$ cat src/rtl/debug_controller_pkg.sv
// Shared constants for the UART debug sequencer: widths, command codes and FSM states.
package debug_controller_pkg;

    localparam int unsigned PC_BITS          = 32;
    localparam int unsigned INSTRUCTION_BITS = 32;
    localparam int unsigned PROC_BITS        = 32;
    localparam int unsigned NUM_REGS         = 32;
    localparam int unsigned CNT_BITS         = 32;

    localparam int unsigned DUMP_BYTES = 4 + 4 * NUM_REGS;
    localparam int unsigned IDX_BITS   = $clog2(DUMP_BYTES);
    localparam int unsigned WIDX_BITS  = IDX_BITS - 2;
    localparam int unsigned WCNT_BITS  = 9;

    localparam logic [7:0] CMD_LOAD = 8'h01;
    localparam logic [7:0] CMD_RUN  = 8'h02;
    localparam logic [7:0] CMD_STEP = 8'h03;

    typedef enum logic [2:0] {
        ST_IDLE,
        ST_LOAD_CNT,
        ST_LOAD_BYTE,
        ST_LOAD_WRITE,
        ST_RUN,
        ST_STEP,
        ST_DUMP_SEND,
        ST_DUMP_WAIT
    } state_e;

endpackage

$ cat src/rtl/debug_controller_byte_assembler.sv
// Shifts received bytes MSB-first into an instruction word; last_c flags the 4th byte.
module debug_controller_byte_assembler
    import debug_controller_pkg::*;
(
    input  logic                        clk,
    input  logic                        rst,
    input  logic                        clr_i,
    input  logic                        valid_i,
    input  logic [7:0]                  byte_i,
    output logic [INSTRUCTION_BITS-1:0] word_o,
    output logic                        last_c
);

    logic [1:0]                  cnt_q;
    logic [INSTRUCTION_BITS-1:0] word_q;

    always_ff @(posedge clk or negedge rst) begin
        if (!rst) begin
            cnt_q  <= '0;
            word_q <= '0;
        end else if (clr_i) begin
            cnt_q  <= '0;
        end else if (valid_i) begin
            word_q <= {word_q[INSTRUCTION_BITS-9:0], byte_i};
            cnt_q  <= cnt_q + 2'd1;
        end
    end

    assign last_c = valid_i && (cnt_q == 2'd3);
    assign word_o = word_q;

endmodule

$ cat src/rtl/debug_controller.sv
// Host command sequencer: loads instruction memory, runs/steps the datapath and
// streams the cycle counter plus register file back over UART.
module debug_controller
    import debug_controller_pkg::*;
(
    input  logic                          clk,
    input  logic                          rst,
    input  logic [7:0]                    i_rx_data,
    input  logic                          i_rx_done,
    input  logic                          i_tx_done,
    input  logic                          i_halt,
    input  logic [NUM_REGS*PROC_BITS-1:0] i_rf_regs,
    output logic                          o_tx_start,
    output logic [7:0]                    o_tx_data,
    output logic                          o_enable,
    output logic                          o_dp_rst,
    output logic                          o_write_inst_mem,
    output logic [PC_BITS-1:0]            o_inst_mem_addr,
    output logic [INSTRUCTION_BITS-1:0]   o_inst_mem_data,
    output logic                          o_halted
);

    state_e                state_q, state_d;
    logic [CNT_BITS-1:0]   cnt_q, cnt_d;
    logic [PC_BITS-1:0]    addr_q, addr_d;
    logic                  halted_q, halted_d;
    logic [WCNT_BITS-1:0]  words_q, words_d;
    logic [IDX_BITS-1:0]   idx_q, idx_d;
    logic                  enable_q, enable_d;
    logic                  dp_rst_q, dp_rst_d;
    logic                  wr_q, wr_d;
    logic                  tx_start_q, tx_start_d;
    logic [7:0]            tx_data_q, tx_data_d;

    logic                        asm_clr;
    logic                        asm_valid;
    logic                        asm_last_c;
    logic [INSTRUCTION_BITS-1:0] asm_word;
    logic [PROC_BITS-1:0]        dump_word_c;
    logic [7:0]                  dump_byte_c;

    debug_controller_byte_assembler u_asm (
        .clk     (clk),
        .rst     (rst),
        .clr_i   (asm_clr),
        .valid_i (asm_valid),
        .byte_i  (i_rx_data),
        .word_o  (asm_word),
        .last_c  (asm_last_c)
    );

    // Dump word 0 is the cycle counter, word k+1 is register k; bytes go MSB first.
    always_comb begin
        dump_word_c = cnt_q;
        for (int k = 0; k < int'(NUM_REGS); k++) begin
            if (idx_q[IDX_BITS-1:2] == WIDX_BITS'(k + 1)) begin
                dump_word_c = i_rf_regs[k*PROC_BITS +: PROC_BITS];
            end
        end
        case (idx_q[1:0])
            2'd0:    dump_byte_c = dump_word_c[31:24];
            2'd1:    dump_byte_c = dump_word_c[23:16];
            2'd2:    dump_byte_c = dump_word_c[15:8];
            default: dump_byte_c = dump_word_c[7:0];
        endcase
    end

    always_ff @(posedge clk or negedge rst) begin
        if (!rst) begin
            state_q    <= ST_IDLE;
            cnt_q      <= '0;
            addr_q     <= '0;
            halted_q   <= 1'b0;
            words_q    <= '0;
            idx_q      <= '0;
            enable_q   <= 1'b0;
            dp_rst_q   <= 1'b0;
            wr_q       <= 1'b0;
            tx_start_q <= 1'b0;
            tx_data_q  <= '0;
        end else begin
            state_q    <= state_d;
            cnt_q      <= cnt_d;
            addr_q     <= addr_d;
            halted_q   <= halted_d;
            words_q    <= words_d;
            idx_q      <= idx_d;
            enable_q   <= enable_d;
            dp_rst_q   <= dp_rst_d;
            wr_q       <= wr_d;
            tx_start_q <= tx_start_d;
            tx_data_q  <= tx_data_d;
        end
    end

    always_comb begin
        state_d    = state_q;
        cnt_d      = cnt_q;
        addr_d     = addr_q;
        halted_d   = halted_q;
        words_d    = words_q;
        idx_d      = idx_q;
        enable_d   = 1'b0;
        dp_rst_d   = 1'b0;
        wr_d       = 1'b0;
        tx_start_d = 1'b0;
        tx_data_d  = tx_data_q;
        asm_clr    = 1'b0;
        asm_valid  = 1'b0;

        // Saturating count of every enabled datapath cycle.
        if (enable_q && (cnt_q != '1)) begin
            cnt_d = cnt_q + CNT_BITS'(1);
        end

        case (state_q)
            ST_IDLE: begin
                if (i_rx_done) begin
                    case (i_rx_data)
                        CMD_LOAD: begin
                            state_d  = ST_LOAD_CNT;
                            dp_rst_d = 1'b1;
                            cnt_d    = '0;
                            addr_d   = '0;
                            halted_d = 1'b0;
                        end
                        CMD_RUN: begin
                            idx_d = '0;
                            if (halted_q) begin
                                state_d = ST_DUMP_SEND;
                            end else begin
                                state_d  = ST_RUN;
                                enable_d = 1'b1;
                            end
                        end
                        CMD_STEP: begin
                            idx_d = '0;
                            if (halted_q) begin
                                state_d = ST_DUMP_SEND;
                            end else begin
                                state_d  = ST_STEP;
                                enable_d = 1'b1;
                            end
                        end
                        default: ;
                    endcase
                end
            end
            ST_LOAD_CNT: begin
                if (i_rx_done) begin
                    words_d = (i_rx_data == 8'h00) ? WCNT_BITS'(256) : WCNT_BITS'(i_rx_data);
                    asm_clr = 1'b1;
                    state_d = ST_LOAD_BYTE;
                end
            end
            ST_LOAD_BYTE: begin
                asm_valid = i_rx_done;
                if (asm_last_c) begin
                    state_d = ST_LOAD_WRITE;
                    wr_d    = 1'b1;
                end
            end
            ST_LOAD_WRITE: begin
                addr_d  = addr_q + PC_BITS'(4);
                words_d = words_q - WCNT_BITS'(1);
                state_d = (words_q == WCNT_BITS'(1)) ? ST_IDLE : ST_LOAD_BYTE;
            end
            ST_RUN: begin
                // Halt has priority; any byte arriving now is simply dropped.
                if (i_halt) begin
                    halted_d = 1'b1;
                    state_d  = ST_DUMP_SEND;
                end else begin
                    enable_d = 1'b1;
                end
            end
            ST_STEP: begin
                if (i_halt) begin
                    halted_d = 1'b1;
                end
                state_d = ST_DUMP_SEND;
            end
            ST_DUMP_SEND: begin
                tx_start_d = 1'b1;
                tx_data_d  = dump_byte_c;
                state_d    = ST_DUMP_WAIT;
            end
            ST_DUMP_WAIT: begin
                if (i_tx_done) begin
                    if (idx_q == IDX_BITS'(DUMP_BYTES - 1)) begin
                        idx_d   = '0;
                        state_d = ST_IDLE;
                    end else begin
                        idx_d   = idx_q + IDX_BITS'(1);
                        state_d = ST_DUMP_SEND;
                    end
                end
            end
            default: state_d = ST_IDLE;
        endcase
    end

    assign o_tx_start       = tx_start_q;
    assign o_tx_data        = tx_data_q;
    assign o_enable         = enable_q;
    assign o_dp_rst         = dp_rst_q;
    assign o_write_inst_mem = wr_q;
    assign o_inst_mem_addr  = addr_q;
    assign o_inst_mem_data  = asm_word;
    assign o_halted         = halted_q;

endmodule

$ cat config.mk
export PLATFORM = sky130hd
export DESIGN_NAME = debug_controller
export DESIGN_NICKNAME = d
export VERILOG_FILES = /design/src/rtl/debug_controller_pkg.sv /design/src/rtl/debug_controller_byte_assembler.sv /design/src/rtl/debug_controller.sv
export SDC_FILE = /design/constraint.sdc
export NUM_CORES = 1
export LEC_CHECK = 0
export CAP_MARGIN = 30
export CORE_AREA = 4 4 434 436
export CTS_CLUSTER_SIZE = 24
export DETAILED_ROUTE_END_ITERATION = 6
export DIE_AREA = 0 0 438 440
export SYNTH_ARGS = -nofsm -noshare
export SYNTH_HDL_FRONTEND = slang
export SYNTH_HIERARCHICAL = 1
export SYNTH_SLANG_ARGS = --single-unit
$ cat constraint.sdc
create_clock -name clk -period 3.6 [get_ports clk]
set_clock_uncertainty 0.15 [all_clocks]
set_input_delay 0.36 -clock clk [delete_from_list [all_inputs] [get_ports clk]]
set_output_delay 0.36 -clock clk [all_outputs]
set_load 0.03 [all_outputs]
# Word level (Yosys, flattened, before mapping)
# Cells that the tools add are included.
[classes] n_addsub=5 eq_ne=57 mux=79 n_bitwise=1 reduce_logical=18
[ops] op="$mux 32" n=38
[ops] op="$eq 6x5->1 const B" n=16
[ops] op="$pmux 32 s2" n=1
[ops] op="$eq 6x4->1 const B" n=8
[ops] op="$add 32x1->32 const B" n=1
[ops] op="$add 32x3->32 const B" n=1
[ops] op="$mux 8" n=4
[ops] op="$ne 32x32->1 const B" n=1
[ops] op="$eq 6x3->1 const B" n=4
[ops] op="$pmux 3 s8" n=1
[ops] op="$pmux 8 s3" n=1
[ops] op="$mux 3" n=6
[ops] op="$mux 9" n=2
[ops] op="$pmux 9 s2" n=1
[ops] op="$eq 8x2->1 const B" n=2
[ops] op="$mux 1" n=16
[ops] op="$pmux 8 s2" n=1
[ops] op="$eq 3x3->1 const B" n=4
[ops] op="$eq 6x2->1 const B" n=2
[ops] op="$ne 2x2->1 const B" n=6
[ops] op="$mux 2" n=5
[ops] op="$reduce_bool 2->1" n=5
[ops] op="$eq 9x1->1 const B" n=1
[ops] op="$pmux 3 s3" n=1
[ops] op="other kinds (24)" n=32
[totals] regBits=131 inputBits=1037 output_inout_bits=77 wordCells=173

# Logic depth before layout (Yosys ltp)
# Gate-level depths: netlist of run 1.
[depth] ltp_word=34 ltp_mapped=14 depth_no_buf=9

# Hierarchy
# Netlist of run 1, hierarchy kept.
[modules_own_cells] mod="debug_controller" n_inst=1 cells_each=2043 area_each_um2=14978.1 seq_area_each_um2=2377.3
[modules_own_cells] mod="debug_controller_byte_assembler" n_inst=1 cells_each=77 area_each_um2=1455.1 seq_area_each_um2=850.8

# Least setup slack after synthesis of run 1
# No wires, ideal clock.
[synth_path] kind="reg-to-reg" from="register idx_q[5]" to="register tx_data_q[2], in the netlist o_tx_data[2]" arrival_ns=2.431 required_time_ns=3.320 slack_ns=0.889 path_stages_with_launch=10 n_path_buf=2 synth_period_minus_slack_ns=2.711 path_cell_list="dfrtp_1 > or4b_4 > or2_1 > buf_2 > buf_6 > o211ai_1 > a21oi_1 > or4_1 > a21oi_1 > a31oi_1"
[synth_between] elab_chain_len=34 elab_cells_between_ends=65 cone_classes="eq/ne (32); mux (33)"
[synth_lines] item="start, declared" line_no="debug_controller.sv:28" source="logic [IDX_BITS-1:0] idx_q, idx_d;"
[synth_lines] item="start signal, assigned" line_no="debug_controller.sv:87" source="idx_q <= idx_d;"
[synth_lines] item="$eq 6x1->1" line_no="debug_controller.sv:56" source="if (idx_q[IDX_BITS-1:2] == WIDX_BITS'(k + 1)) begin"
[synth_lines] item="$mux 32 (31 in series)" line_no="debug_controller.sv:56"
[synth_lines] item="$mux 32 *" line_no="debug_controller.sv:56"
[synth_lines] item="$pmux 8 s3 *" line_no="debug_controller.sv:60" source="case (idx_q[1:0])"
[synth_lines] item="end signal, assigned" line_no="debug_controller.sv:92" source="tx_data_q <= tx_data_d;"
[synth_lines] item="end, declared" line_no="debug_controller.sv:33" source="logic [7:0] tx_data_q, tx_data_d;"
# Every way passes the cells marked *; elsewhere a longest branch is shown, timed or not.
# A chain may end at the register's enable or synchronous reset.

# Worst setup path after layout of run 1
[layout_path] from="register idx_q[6]" to="register tx_data_q[3], in the netlist o_tx_data[3]"
# The elaborated chain is that of the path after synthesis.

==> results of run 1 <==
-- power by group through the flow --
stage / logic, mW / clock network, mW / registers [mW]
after floorplan: 2.82 / 0 / 2.56
after global placement: 8.06 / 0 / 2.19
after detailed placement: 8.09 / 0 / 2.20
after CTS: 8.18 / 2.00 / 2.18
after global routing: 8.57 / 2.03 / 2.23
final: 8.23 / 1.91 / 2.19
-- sequential cells by signal (all words and copies together), names as in the netlist --
register,flops
o_tx_start,1
idx_q,8
o_tx_data,8
o_write_inst_mem,1
state_q,3
o_dp_rst,1
o_halted,1
u_asm/word_o,32
words_q,9
u_asm/cnt_q,2
o_inst_mem_addr,30
cnt_q,32
o_enable,1
-- kinds of logic (layout without fill, tap and decap cells) --
group                      Yosys count  count (layout)  synth area share [%]
AOI/OAI and AO/OA                  829             829                 34.22
and+or+nand+nor                    687             687                 20.78
buffers and inverters              229            1553                 6.784
muxes                              177             177                 14.73
DFF                                129             129                 19.64
xor gates and xnor gates            59              59                 3.144
adders and majority gates            9               9                0.6853
other                                1              42               0.02282
-- layout by cell type (no fill, tap or decap), drive strengths merged, types with 15 or more instances in the layout --
cell type,n
o22ai,93
nor2,229
a221oi,25
inv,32
a21oi,167
nor4,22
nor3,68
nand3,88
a311oi,20
buf,381
mux2,78
o221ai,18
mux4,35
nand2,146
xor2,29
diode,40
clkbuf,19
mux2i,64
o21ai,178
or3,15
a211oi,40
a222oi,25
dfrtp,129
xnor2,30
clkdlybuf4s50,1110
o31ai,19
a31oi,26
a22oi,51
or4,15
nand4,27
o211ai,25
-- per-layer routing --
layer / track usage (%) / up-vias
met5: 0 / -
met4: 5.162 / 104
met3: 7.089 / 340
met2: 37.70 / 1715
met1: 28.65 / 13250
li1: - / 11000
-- final cells by class --
class | instances | area, sq um
diodes | 40 | 100.1
clock buffers | 17 | 425.4
clock inverters | 15 | 172.7
fillers | 20870 | 150100
inverters | 27 | 103.9
multi-input cells | 1763 | 12520
flip-flops and latches | 129 | 3237
well taps | 2480 | 3103
repair buffers | 1494 | 14830
-- critical path, delay by kind of cell (launching register included) --
kind / cells / cell delay [ns]
AOI/OAI and AO/OA: 6 / 1.87
and+or+nand+nor: 2 / 0.40
buffers and inverters: 3 / 0.58
DFF: 1 / 0.40
-- worst paths after layout --
kind,slack (ns),to
setup / recovery,0.03,o_tx_data[3]$_DFFE_PN0P_
hold / removal,0.35,o_inst_mem_addr[22]$_DFFE_PN0P_
setup reg to reg,0.03,o_tx_data[3]$_DFFE_PN0P_
hold reg to reg,0.37,u_asm/word_o[27]$_DFFE_PN0P_
max in group asynchronous,2.06,o_tx_data[3]$_DFFE_PN0P_
min in group clk,0.37,u_asm/word_o[27]$_DFFE_PN0P_
-- metrics by stage --
step / power (mW) / util (%)
after floorplan: 5.386 / -
after global placement: 10.25 / 18.04
after detailed placement: 10.29 / 18.08
after CTS: 12.36 / 18.50
after global routing: 12.84 / 18.65
final: 12.33 / 18.68
-- what timing repair did --
action	CTS	global route
endpoints found under the hold margin	77	0
pin swaps	3	6
hold buffers	1	0
cloned	0	2
buffers inserted	2	6
setup endpoints to repair	7	6
resized for setup	34	26
==> out/metrics.csv, run 1 <==
metric,value,unit
slowest_stage,a2111oi_4,
cts_root_buf,clkbuf_16,
grt_antenna_before_repair,143,
swShare,47.17,%
p_int,6.513,mW
cts_sinks,129,
seqPwrFrac,17.7,%
wl_met2,108500,um
core-area,0.1846,sq mm
whs,0.3531,ns
nets,4478,
grt_overflow,0,
cts_buffer_depth,2,
rows,158,
fmax,279.9,MHz
synth_edf_count,0,
via_count,26400,
synth-seq-cells,129,
min_period,3.573,ns
cts_tree,built,
setup-violations-final,0,
critPathMaxFanout,18,
reg2regPathDepth,11,
max_cap_violations,0,
synthFlopType,dfrtp_1,
numCtsBuffers,17,
areaGrowthSynthToFinish,109.9,%
initial_utilization,8.900,%
synth_cells,2120,
drive_gt1_share,18.49,%
synthTopCellsByCount,"nor2_1, o21ai_0, a21oi_1, nand2_1, dfrtp_1",
clk_latency,0.51,ns
cp_common_cell,buf_12,
syn_area,0.01643,sq mm
drtPass1Iterations,7,
final_area,0.03450,sq mm
wl_per_cell,38.92,um
p_per_area,357.3,mW/mm^2
ys.warnings.count,6,
vias_per_cell,4.426,
placed_area,0.03338,sq mm
worstPathRequired,3.80,ns
violations,DRC,
grtUsageTotal,22.70,%
fin_crit_sh,99.26,%
place_congestion,0.9665,
p_leak,12.79,nW
cp.arrival,3.77,ns
die_x,438,um
start_kind,flop,
yosysTopAreaCellShare,19.64,%
hp-class,in2async,
endpoint_kind,flop,
startpoint,idx_q[6]$_DFFE_PN0P_,
dp_slack,-0.6329,ns
drtIter0Drc,3117,
postSynth.asyncResetShare,100.0,%
grt_pass1_vias,26210,
die_area,0.1927,sq mm
grt_max_degree,80,
worstMarginPinSlew,1.041,ns
routed_wl,232200,um
critPathKind,reg2reg,
regToRegStartpoint,idx_q[6]$_DFFE_PN0P_,
dr_wl_met3,20840,um
pwr-share-clk,15.5,%
slew_headroom,30.35,%
synth_area_leader_cell,dfrtp_1,
fin_tns_setup,0,ns
avgSynthCellArea,7.752,sq um
setup_ws,0.02681,ns
cp_cell_sequence,buf_12 > nand4bb_2 > buf_12 > nor2_4 > a221o_1 > a2111oi_4 > o31ai_4 > a311oi_2 > buf_4 > o211a_1 > a211oi_1,
placed_cells,5882,
hold_viol_final,0,
seq_area_frac_synth,19.64,%
top_layer,met5,
ios,1114,
yosysMostFrequentCell,nor2_1,
post-dp-hpwl,202000,um
path_clk_slew,0.08,ns
rsz0062_at_grt,false,
p_sw,5.815,mW
io_buffers,1111,
m1WireLength,95890,um
ant_nets,0,
combPwrFrac,66.8,%
remaining_drc_errors,2,
critPathMaxStageDelay,0.61,ns
synthTopCellsByArea,"dfrtp_1, o21ai_0, nor2_1, a21oi_1, mux4_2",
outcome,"complete, but fails checks",
peakVddDrop,0.5697,mV
ys_types,107,
grt_pass1_wl,286700,um
htree_levels,4,
final_max_slew_viol_count,0,
die_h,440,um
stdcell_count,5965,
Note: power is estimated with default switching activity, not from simulation.
==> run 2: changes to the inputs <==
Settings changed: CTS_CLUSTER_SIZE 24 to 40.
==> results of run 2 <==
The final DEF is identical to that of run 1; final timing and power are the same.
